==> config.mk <==
export PLATFORM = sky130hd
export DESIGN_NAME = mac_dot
export DESIGN_NICKNAME = d
export VERILOG_FILES = /design/src/rtl/mac_dot.sv
export SDC_FILE = /design/constraint.sdc
export NUM_CORES = 1
export LEC_CHECK = 0
export ABC_CLOCK_PERIOD_IN_PS = 2750
export CORE_MARGIN = 2
export CORE_UTILIZATION = 54
export CTS_BUF_LIST = sky130_fd_sc_hd__clkbuf_8 sky130_fd_sc_hd__clkbuf_16
export DETAILED_ROUTE_END_ITERATION = 10
export PLACE_DENSITY = 0.82
export SLEW_MARGIN = 40
export SYNTH_ARGS = -nofsm -noshare
export SYNTH_HDL_FRONTEND = slang
export SYNTH_SLANG_ARGS = --single-unit
export TNS_END_PERCENT = 30
==> constraint.sdc <==
create_clock -name sys_clock -period 2.75 [get_ports sys_clock]
set_input_delay 0.275 -clock sys_clock [delete_from_list [all_inputs] [get_ports sys_clock]]
set_output_delay 0.275 -clock sys_clock [all_outputs]
set_load 0.05 [all_outputs]
==> src/rtl/mac_dot.sv <==
// mac_dot: two-stage pipelined multiply-accumulate producing one dot product every DOT_LEN
// valid terms. Stage 1 registers a*b, stage 2 accumulates and publishes the completed result.
// Optional feature macro MAC_SAT_EN: when defined, the accumulator saturates on overflow
// instead of wrapping modulo 2^ACC_W.
module mac_dot #(
    parameter int unsigned DATA_W  = 4,
    parameter int unsigned ACC_W   = 12,
    parameter int unsigned SIGNED  = 0,
    parameter int unsigned DOT_LEN = 16
) (
    input  logic                  sys_clock,
    input  logic                  rst_n,
    input  logic                  sclr,
    input  logic                  in_valid,
    input  logic                  load,
    input  logic [DATA_W-1:0]     a,
    input  logic [DATA_W-1:0]     b,
    output logic [2*DATA_W-1:0]   product,
    output logic [ACC_W-1:0]      sum,
    output logic [ACC_W-1:0]      mac_out,
    output logic                  out_valid,
    output logic                  ovf
);

    localparam int unsigned PW    = 2 * DATA_W;
    localparam int unsigned CNT_W = $clog2(DOT_LEN + 1);
    localparam logic [CNT_W-1:0] CntLast = CNT_W'(DOT_LEN);

    if (ACC_W < PW) begin : g_bad_acc_w
        $error("mac_dot: ACC_W must be >= 2*DATA_W");
    end
    if (DOT_LEN < 1) begin : g_bad_dot_len
        $error("mac_dot: DOT_LEN must be >= 1");
    end

    logic [PW-1:0]    product_q, product_d;
    logic             v1_q, v1_d;
    logic             ld1_q, ld1_d;
    logic [ACC_W-1:0] acc_q, acc_d;
    logic [CNT_W-1:0] cnt_q, cnt_d;
    logic             rovf_q, rovf_d;
    logic [ACC_W-1:0] mac_q, mac_d;
    logic             ovf_q, ovf_d;
    logic             out_valid_q, out_valid_d;

    logic [PW-1:0]    a_x, b_x, mul;
    logic [ACC_W-1:0] ext;
    logic [ACC_W:0]   add_full;
    logic [ACC_W-1:0] add_res;
    logic [ACC_W-1:0] add_val;
    logic             add_ovf;
`ifdef MAC_SAT_EN
    logic [ACC_W-1:0] sat_val;
`endif

    // Operand extension and multiply; low PW bits are exact for both signed and unsigned.
    always_comb begin
        a_x = {{DATA_W{(SIGNED != 0) & a[DATA_W-1]}}, a};
        b_x = {{DATA_W{(SIGNED != 0) & b[DATA_W-1]}}, b};
        mul = a_x * b_x;
    end

    // Widen the registered product to accumulator width, adding the overflow check.
    always_comb begin
        ext = '0;
        ext[PW-1:0] = product_q;
        for (int i = PW; i < ACC_W; i++) begin
            ext[i] = (SIGNED != 0) & product_q[PW-1];
        end
        add_full = {1'b0, acc_q} + {1'b0, ext};
        add_res  = add_full[ACC_W-1:0];
        if (SIGNED != 0) begin
            add_ovf = (acc_q[ACC_W-1] == ext[ACC_W-1]) && (add_res[ACC_W-1] != acc_q[ACC_W-1]);
        end else begin
            add_ovf = add_full[ACC_W];
        end
`ifdef MAC_SAT_EN
        // Signed overflow direction follows the common operand sign.
        if (SIGNED != 0) begin
            sat_val = acc_q[ACC_W-1] ? {1'b1, {(ACC_W-1){1'b0}}} : {1'b0, {(ACC_W-1){1'b1}}};
        end else begin
            sat_val = '1;
        end
        add_val = add_ovf ? sat_val : add_res;
`else
        add_val = add_res;
`endif
    end

    // Pipeline next-state: sclr wins, then stage-1 capture and stage-2 accumulate/complete.
    always_comb begin
        product_d   = product_q;
        v1_d        = 1'b0;
        ld1_d       = 1'b0;
        acc_d       = acc_q;
        cnt_d       = cnt_q;
        rovf_d      = rovf_q;
        mac_d       = mac_q;
        ovf_d       = ovf_q;
        out_valid_d = 1'b0;
        if (sclr) begin
            product_d = '0;
            acc_d     = '0;
            cnt_d     = '0;
            rovf_d    = 1'b0;
            mac_d     = '0;
            ovf_d     = 1'b0;
        end else begin
            if (in_valid) begin
                product_d = mul;
                v1_d      = 1'b1;
                ld1_d     = load;
            end
            if (v1_q) begin
                if (ld1_q || cnt_q == '0) begin
                    acc_d  = ext;
                    cnt_d  = CNT_W'(1);
                    rovf_d = 1'b0;
                end else begin
                    acc_d  = add_val;
                    cnt_d  = cnt_q + CNT_W'(1);
                    rovf_d = rovf_q | add_ovf;
                end
                if (cnt_d == CntLast) begin
                    mac_d       = acc_d;
                    ovf_d       = rovf_d;
                    out_valid_d = 1'b1;
                    cnt_d       = '0;
                end
            end
        end
    end

    // State registers with asynchronous active-low reset.
    always_ff @(posedge sys_clock or negedge rst_n) begin
        if (!rst_n) begin
            product_q   <= '0;
            v1_q        <= 1'b0;
            ld1_q       <= 1'b0;
            acc_q       <= '0;
            cnt_q       <= '0;
            rovf_q      <= 1'b0;
            mac_q       <= '0;
            ovf_q       <= 1'b0;
            out_valid_q <= 1'b0;
        end else begin
            product_q   <= product_d;
            v1_q        <= v1_d;
            ld1_q       <= ld1_d;
            acc_q       <= acc_d;
            cnt_q       <= cnt_d;
            rovf_q      <= rovf_d;
            mac_q       <= mac_d;
            ovf_q       <= ovf_d;
            out_valid_q <= out_valid_d;
        end
    end

    assign product   = product_q;
    assign sum       = acc_q;
    assign mac_out   = mac_q;
    assign out_valid = out_valid_q;
    assign ovf       = ovf_q;

endmodule

=== After elaboration in Yosys (flattened, before gate mapping) ===
Cells that the tools add are included.

* Eq/ne operators: 1
* $add $sub $neg: 2
* Bitwise operators: 1
* Reduce and logical (&&, ||, !) cells: 6
* Muxes and demuxes: 27
* Multipliers: 1

{| class="wikitable"
|+ Operators with widths
! operator !! number
|-
| 12-bit two-way mux || 6
|-
| 5-bit two-way mux || 6
|-
| 8-bit two-way mux || 2
|-
| 12-bit by 8-bit adder with 13-bit output || 1
|-
| 1-bit two-way mux || 13
|-
| 4-bit by 4-bit multiplier with 8-bit output || 1
|-
| 2-bit nonzero test || 3
|-
| 5-bit by 1-bit adder with 5-bit output (second input constant) || 1
|-
| 5-bit equality test (second input constant) || 1
|-
| 5-bit logical NOT || 1
|-
| 2-bit AND reduction || 1
|-
| 1-bit logical OR || 1
|-
| 1-bit OR || 1
|}

* Input bits: 13
* Output and inout bits: 34
* Register bits after elaboration: 42
* Word-level logic and storage cells: 47

=== Depth between registers and ports, before layout ===
Gate-level depths: netlist of the first run.

* Depth after elaboration: 9
* Depth in mapped cells: 11

=== Worst setup path before layout of the first run ===
OpenSTA, ideal clock, no wires.

* Kind: input-to-reg
* Start: input port a[0]
* End: register product_q[7], in the netlist product[7]
* Data required time: 2.624 ns
* Data arrival time: 2.515 ns
* Stages on the path: 9
* Buffers on the path: 0
* Setup slack: 0.108 ns
* Library setup time: 0.126 ns
* Cells stage by stage: nand2_1 > fa_1 > inv_1 > fa_1 > ha_1 > a21o_1 > a21oi_1 > o21ai_0 > a311o_1

* Cells in the longest elaborated chain, start to end: 3

{| class="wikitable"
|+ Ends and longest elaborated chain
! what !! RTL line !! text
|-
| start, declared || 16 || <nowiki>input logic [DATA_W-1:0] a,</nowiki>
|-
| 4-bit by 4-bit multiplier with 8-bit output || 60 || <nowiki>mul = a_x * b_x;</nowiki>
|-
| 8-bit two-way mux || 109 || <nowiki>if (in_valid) begin</nowiki>
|-
| 8-bit two-way mux || 101 || <nowiki>if (sclr) begin</nowiki>
|-
| end signal, assigned || 147 || <nowiki>product_q <= product_d;</nowiki>
|-
| end, declared || 36 || <nowiki>logic [PW-1:0] product_q, product_d;</nowiki>
|}

No other way between the ends. The select of a mux whose other input is x is not followed.
A chain may end at the register's enable or synchronous reset.

=== Worst setup path in the final report of the first run ===
* Start: input port b[3]
* End: register product_q[6], in the netlist product[6]

* Cells in the longest elaborated chain, start to end: 3

{| class="wikitable"
|+ Ends and longest elaborated chain
! what !! RTL line !! text
|-
| start, declared || 17 || <nowiki>input logic [DATA_W-1:0] b,</nowiki>
|-
| 4-bit by 4-bit multiplier with 8-bit output || 60 ||
|-
| 8-bit two-way mux || 109 ||
|-
| 8-bit two-way mux || 101 ||
|}

No other way between the ends. The select of a mux whose other input is x is not followed.

==> results.md, run 1 <==
Routing:
- Once detail routing completed, the nets flagged for antenna violations numbered 0.
- For this block, the via count after detailed routing is 2,489.
- The wire length per cell is 15.00 µm.
- The first detailed-routing pass ran for 4 iterations.
- The number of DRC violations after detailed-routing iteration 0 is between 150 and 200.
- The ratio of routed vias to standard cells is 5.775.
- The total wire length is 6466 µm.
- For this run, design rule violations remaining after detail routing come to 0.

CTS:
- The clock tree buffer depth is 2.
- The clock transition at the register clock pins on the worst setup and hold paths after CTS is 80 ps.
- Post-CTS timing repair inserted 0 buffers for setup.
- The count of clock tree sinks is 42.
- TritonCTS built the clock tree.
- The H-tree was split into 2 levels.
- The number of buffers created by CTS is 5.
- The clock reaches the later pin of the worst-skew pair after 300 ps.
- In this run the clock root is driven by a sky130_fd_sc_hd__clkbuf_8.

Timing:
- The ratio of final minimum period to clock period is 93.44%.
- The count of pins over their slew limit is 0.
- The clock skew is 6.025 ps.
- After routing, the total negative slack on setup checks comes to 0 ps.
- Derived from the worst setup path, the maximum achievable clock frequency is 389.2 MHz.
- The number of failing hold endpoints at the final stage was 0.
- Headroom to the max-slew limit came out at 61.29%.
- The worst path in the final design needs a cycle of 2570 ps, including I/O delays and setup.
- At the pin with the least slew margin, the transition time is around 580 ps.
- Setup violations remaining at the end of the flow were counted as 0.
- Setup repair after global routing left no endpoint under its margin.

Critical path:
- The path type of the worst setup path is input pin to register.
- At the worst endpoint, the arrival time is 2800 ps.
- The biggest fanout along the worst timing path is 4.
- The nature of the critical path startpoint is an input pin.
- The data required time at the worst endpoint is 2980 ps.
- STA classifies the critical path endpoint as a register.

GRT:
- Global routing used 23.36% of the available tracks across all layers.
- The first-pass GRT wire length is 11,100 µm.
- The number of global-route vias before repair is 2,394.
- Global routing finished with a remaining overflow of 0.
- Entering global routing, the biggest net connects 43 pins.
- The initial antenna violation count is 0.

Yosys:
- The number of enable-type register cells in the synthesized netlist is 0.
- After Yosys synthesis, full adders, half adders and majority gates account for 13.10% of the synthesized area.
- In the synthesized netlist, the cells that appear most often are sky130_fd_sc_hd__dfrtp_1 (42), sky130_fd_sc_hd__nor2_1 (32), sky130_fd_sc_hd__nand2_1 (25).
- After synthesis, the largest family of logic cells by area is simple AND/OR/NAND/NOR gates.
- Of the post-synthesis cell area, the part taken by muxes is 2.445%.
- The synthesized netlist devotes 20.66% of its cell area to simple gates.
- The xor-xnor portion of the synthesized cell area is under 10%.
- In this run, synthesis produced a sequential element count of 42.
- The fraction of post-synthesis cell area in the top cell type by area is 36.68%.
- By instance count, the leading cell after synthesis is sky130_fd_sc_hd__dfrtp_1.
- By area the synthesized netlist is led by sky130_fd_sc_hd__dfrtp_1 (37%), sky130_fd_sc_hd__ha_1 (9.6%), sky130_fd_sc_hd__nor2_1 (4.2%).
- The post-synthesis compound-gate area fraction is 19.48%.
- The post-synthesis cell type with the largest combined area is sky130_fd_sc_hd__dfrtp_1.
- The count of mapped cells out of synthesis is 302.
- Sequential cells were found to cover 36.68% of the synthesized design area.
- The synthesized netlist contains 53 unique library cells.
- The async set-reset flop share out of synthesis is 100.0%.
- A synthesized cell averages 9.488 µm².
- The synthesized netlist net count is roughly 340.
- The flip-flop cell with the highest count after synthesis is sky130_fd_sc_hd__dfrtp_1.
- The mapped netlist covers 0.002865 mm².
- For this run, the number of Yosys warnings is 0.

Final layout:
- The final cell count without fillers is 431.
- The number of inserted diodes is 0.
- Across the whole layout, storage elements account for about 0.0011 mm².
- The final net count is 400.
- The area growth from synthesis to layout is 25.02%.
- The count of filler cells inserted in the layout is 409.
- The post-route netlist has 11.36% of its cells at a drive strength greater than 1.
- The multi-input combinational cells in the finished layout cover a total of 0.001689 mm².

Floorplanning:
- The starting density of the core is 56.10%.
- The region available for standard cell placement spans 0.005107 mm².
- After floorplanning, the core was divided into 26 placement rows.
- The die is 76.84 µm tall.
- The die covers about 0.0059 mm².
- The number of I/O pins is between 40 and 50.
- The die boundary width is 76.84 µm.

Placement:
- The count of input and output buffers is 46.
- The congestion estimate from routability-driven global placement came to 0.8471.
- The number of instances in the placed design is 422.
- Detailed placement ended at an HPWL of 4852 µm.

Power:
- Power spread over the standard cell area amounts to 426.5 mW/mm².
- The total power of the final layout is ~1500 µW.
- The peak supply drop is between 200 and 250 µV.
- The analysis attributes to cell leakage a power of 0.001634 µW.

Status:
- The run finished with clean final reports.

Hold path:
- The min-delay analysis places its worst path in the category input pin to asynchronous set/reset pin.

Run:
- The count of maximum capacitance violations is 0.
-- placed cells by master, fill, tap and decap left out, types with 3 or more instances in the layout --
cell	count
sky130_fd_sc_hd__a22o_1	3
sky130_fd_sc_hd__and2_1	15
sky130_fd_sc_hd__fa_1	4
sky130_fd_sc_hd__nor2_1	32
sky130_fd_sc_hd__buf_4	17
sky130_fd_sc_hd__mux2i_1	7
sky130_fd_sc_hd__a21o_1	6
sky130_fd_sc_hd__clkbuf_8	5
sky130_fd_sc_hd__nand2_1	23
sky130_fd_sc_hd__xnor2_1	6
sky130_fd_sc_hd__a211oi_1	12
sky130_fd_sc_hd__a311oi_1	3
sky130_fd_sc_hd__clkdlybuf4s50_1	39
sky130_fd_sc_hd__nand3_1	7
sky130_fd_sc_hd__o21ai_0	16
sky130_fd_sc_hd__dlymetal6s2s_1	4
sky130_fd_sc_hd__a21oi_1	15
sky130_fd_sc_hd__ha_1	22
sky130_fd_sc_hd__nand4_1	7
sky130_fd_sc_hd__xor2_1	3
sky130_fd_sc_hd__inv_1	14
sky130_fd_sc_hd__dfrtp_1	42
sky130_fd_sc_hd__nor3_1	4
sky130_fd_sc_hd__nor4_1	3
-- metal layers --
layer	wire length, µm	global-route usage, %	part of all wire [%]
met2	3193	40.96	49
met1	2828	29.85	44
met5	0	0	0
met4	114	6.545	1.8
met3	329	3.647	5.1
-- state kept, by name, indices dropped and copies added (netlist names), 5 cells and up --
register and flops:
mac_out 12, sum 12, product 8, cnt_q 5
-- critical path, stage by stage --
cell	delay (ps)
sky130_fd_sc_hd__dlygate4sd2_1	250
sky130_fd_sc_hd__nand2_2	80
sky130_fd_sc_hd__fa_1	530
sky130_fd_sc_hd__inv_1	60
sky130_fd_sc_hd__fa_1	530
sky130_fd_sc_hd__inv_1	70
sky130_fd_sc_hd__fa_2	390
sky130_fd_sc_hd__nor2b_1	120
sky130_fd_sc_hd__o21a_1	150
sky130_fd_sc_hd__nor3_1	50
sky130_fd_sc_hd__nand3b_1	150
sky130_fd_sc_hd__a21oi_1	150
-- what timing repair did --
| action | 4_1_cts | 5_1_grt |
|---|---|---|
| endpoints found under the setup margin | 4 | 4 |
| endpoints found under the hold margin | 42 | 0 |
| pin swaps | 6 | 3 |
| hold buffers | 1 | 0 |
| gates resized for setup | 6 | 6 |
-- where the power goes --
group / switching [µW] / internal (µW) / total (µW)
Sequential: 24.7 / 636 / 661
Clock: 213 / 267 / 480
Combinational: 228 / 158 / 387
-- path summary, 6_finish.rpt --
check                               from    endpoint  slack [ps]  cells after the start
worst max-delay path                b[3]  product[6]         180                     12
worst min-delay path               rst_n         ovf         500                      2
worst max register to register  cnt_q[0]  mac_out[2]         360                      7
worst min register to register    rovf_q      rovf_q         520                      2
max in group asynchronous          rst_n  mac_out[5]        1890                      2
min in group sys_clock            rovf_q      rovf_q         520                      2
-- cell families (layout without fill, tap and decap cells) --
logic type,Yosys count,count (layout)
AOI/OAI and AO/OA,78,78
muxes,7,7
and+or+nand+nor,114,114
xor gates and xnor gates,9,9
buffers and inverters,25,84
DFF,42,42
adders and majority gates,27,27
-- layout make-up --
cell class	instances	area share (%)
Clock buffer	5	1.921
Clock inverter	3	1.153
Inverter	13	1.362
Multi-Input combinational cell	235	47.15
Sequential cell	42	29.34
Tap cell	70	2.445
Timing Repair Buffer	63	16.63
-- stage by stage --
stage          util, %  hold slack [ps]  instance area [µm²]  worst slack, ps
2_1_floorplan        -           -20.59                 2865            108.4
3_3_place_gp     67.30            458.9                 3437           -429.5
3_5_place_dp     67.34            289.3                 3440           -550.4
4_1_cts          69.84            512.0                 3567            6.241
5_1_grt          70.14            512.9                 3582            15.04
6_report         70.14            496.6                 3582            180.3
Power figures use the tool's default switching activity.
==> inputs of run 2 (changes only) <==
--- a/constraint.sdc
+++ b/constraint.sdc
@@ -3,2 +3,2 @@
 set_output_delay 0.275 -clock sys_clock [all_outputs]
-set_load 0.05 [all_outputs]
+set_load 0.1 [all_outputs]
==> run 2 against run 1 <==
Critical path depth is 2 lower. Critical path type unchanged. Largest power group unchanged. Cell count is 0.70% lower. Clock skew decreased by 1.3 ps.
==> results.md, run 2 (same netlist as run 1, synthesis figures left out) <==
Final layout:
- The utilization of the core after routing was 67.91% (-2.2 points).
- The final net count is 399 (-0.25%).
- The layout cell share with drive strength beyond 1 was 20.95% (+9.6 points).
- The commonest non-fill, non-tap cell in the layout is sky130_fd_sc_hd__buf_4.
- The number of inserted diodes is 0 (unchanged).
- The final cell count without fillers was 428 (-0.70%).
- The relative area change from synthesis to final layout is 21.05%.
- The total non-filler cell area in the finished layout was 0.003468 mm² (-3.2%).
- The top cell types in the final layout, fill and taps aside, are sky130_fd_sc_hd__buf_4 (50), sky130_fd_sc_hd__dfrtp_1 (42), sky130_fd_sc_hd__nor2_1 (32), sky130_fd_sc_hd__nand2_1 (23), sky130_fd_sc_hd__ha_1 (22).

CTS:
- The root buffer cell is sky130_fd_sc_hd__clkbuf_8.
- The clock transition at the register clock pins on the worst setup and hold paths after CTS is 80 ps (about the same).
- The count of clock tree sinks is 42 (unchanged).
- The CTS tree is yes.
- The number of buffers created by CTS is 5 (unchanged).
- The depth of the CTS H-tree is 2 (unchanged).
- The insertion delay of the later-clocked pin in the worst-skew pair is 300 ps (about the same).
- The clock tree buffer depth is 2 (unchanged).

GRT:
- The first-pass GRT wire length is 11,070 µm (-0.19%).
- The number of global-route vias before repair was 2,381 (-0.54%).
- The overall global routing resource usage is 23.49% (+0.13 points).
- The total congestion overflow is 0 (unchanged).
- The most heavily used metal layer in global routing is met2.
- The met2 global-route usage was 41.93% (+0.96 points).
- The global routing met1 resource utilization is 28.10% (-1.7 points).
- The largest net degree at the start of global routing was 43 (unchanged).
- The initial antenna violation count was 0 (unchanged).
- The met3 track demand over resource came to 3.647% (unchanged).

Run:
- The count of maximum capacitance violations is 0 (unchanged).

Placement:
- The placed cell area is 0.003347 mm² (-2.7%).
- The count of input and output buffers came to 46 (unchanged).
- The worst-case setup slack after placement is -506.1 ps (+44.30 ps).
- The number of instances in the placed design came to 421 (-0.24%).
- The HPWL reported at the end of detailed placement is 4912 µm (+1.2%).
- The routability congestion estimate from global placement is 0.8438 (-0.39%).

Timing:
- The clock skew is 4.743 ps (-1.283 ps).
- The slack of the critical path is 234.9 ps (+54.51 ps).
- The actual transition at the worst max-transition pin is 589.1 ps (+10.18 ps).
- The maximum clock rate was 397.6 MHz (+2.2%).
- The worst max-slew margin expressed relative to the limit is 60.58% (-0.70 points).
- Setup repair after global routing left no endpoint under its margin.
- The final-report setup violation count came to 0 (unchanged).
- The count of pins over their slew limit came to 0 (unchanged).
- The ratio of final minimum period to clock period is 91.46% (-2.0 points).
- The shortest clock period the worst path allows after layout was 2515 ps (-54.51 ps).
- The number of failing hold endpoints at the final stage is 0 (unchanged).

Critical path:
- The biggest fanout along the worst timing path was 4 (unchanged).
- The data required time at the worst endpoint came to 2930 ps (-50 ps).
- The critical path data arrival time is 2700 ps (-100 ps).
- The endpoint kind of the worst setup timing path is a register.
- The count of cells along the worst register-to-register path came to 7 (unchanged).
- By startpoint and endpoint, the worst setup path is classified as input pin to register.
- The nature of the critical path startpoint is an input pin.

Floorplanning:
- The area of the die is 0.005904 mm² (unchanged).
- The die boundary width is 76.84 µm (unchanged).
- The height of the chip is 76.84 µm (unchanged).
- The number of cell rows came to 26 (unchanged).
- The starting density of the core was 56.10% (unchanged).
- The number of I/O pins is 47 (unchanged).
- The core region area is 0.005107 mm² (unchanged).

Routing:
- The number of DRC violations after detailed-routing iteration 0 is 128 (-32%).
- The total wire length is 6639 µm (+2.7%).
- The count of antenna-violating nets left after detailed routing is 0 (unchanged).
- The ratio of routed vias to standard cells is 5.848 (+1.3%).
- The remaining design rule violation count came to 0 (unchanged).
- The vias after detailed routing is 2,503 (+0.56%).
- The number of iterations in the first detailed-routing pass is 4 (unchanged).
- The wire length per cell is 15.51 µm (+3.4%).

Power:
- The peak supply drop came to 213.9 µV (+1.3%).
- The leakage power figure is 0.001679 µW (+2.8%).
- The power density normalized to cell area is 436.4 mW/mm² (+2.3%).

Hold path:
- The path class of the tightest hold or removal check is input pin to asynchronous set/reset pin.

Status:
- The flow ran to the end, and the final reports show no timing, DRC or antenna violations.
## run 2: stage by stage
step           hold slack, ps  TNS [ps]  power (µW)
6_report                502.7         0        1514
5_1_grt                 543.0         0        1590
4_1_cts                 517.7         0        1511
3_5_place_dp            293.6     -1874        1117
3_3_place_gp            458.4     -1485        1102
2_1_floorplan          -20.59         0       981.5
## run 2: metal layers
metal,part of all wire (%),up-vias
li1,-,1214
met1,43,1198
met2,51,77
met3,4.1,14
met4,1.9,0
met5,0,-
## run 2: cell type report
cell class                 count  area [µm²]
tap                           70       87.58
clock buffer                   6       82.58
sequential                    42        1051
timing repair buffer          62       499.2
multi-input combinational    235        1699
fill                         415        1639
inverter                      13       48.80
## run 2: worst max-delay path, stage by stage
cell and delay [ps]:
sky130_fd_sc_hd__dlygate4sd2_1 260, sky130_fd_sc_hd__nand2_2 70, sky130_fd_sc_hd__fa_1 540, sky130_fd_sc_hd__inv_1 50, sky130_fd_sc_hd__fa_1 470, sky130_fd_sc_hd__ha_1 280, sky130_fd_sc_hd__a21o_1 170, sky130_fd_sc_hd__a21oi_2 140
sky130_fd_sc_hd__o21ai_1 90, sky130_fd_sc_hd__a311o_1 350
## run 2: power breakdown
| group | leakage [µW] | internal (µW) | switching [µW] | total, µW |
|---|---|---|---|---|
| Sequential | 0.000577 | 636 | 26.0 | 662 |
| Combinational | 0.00106 | 156 | 296 | 452 |
| Clock | 0.0000431 | 194 | 205 | 399 |
| Total | 0.00168 | 986 | 527 | 1510 |
## run 2: path summary, 6_finish.rpt
kind / startpoint / to / slack, ps
max: b[3] / product[7] / 230
min: rst_n / sum[9] / 500
max reg2reg: cnt_q[0] / mac_out[2] / 390
min reg2reg: rovf_q / rovf_q / 520
max in group asynchronous: rst_n / sum[0] / 1890
min in group sys_clock: rovf_q / rovf_q / 520
## run 2: what timing repair did
action,4_1_cts,5_1_grt
hold buffers,1,0
pin swaps,4,10
endpoints found under the hold margin,42,0
setup buffers,0,0
setup endpoints to repair,4,3
resized for setup,8,6
==> inputs of run 3 (changes only) <==
CTS_BUF_LIST = unset   (was sky130_fd_sc_hd__clkbuf_8 sky130_fd_sc_hd__clkbuf_16)
==> results of run 3 <==
No change in the layout: final DEF, timing and power equal those of run 2.
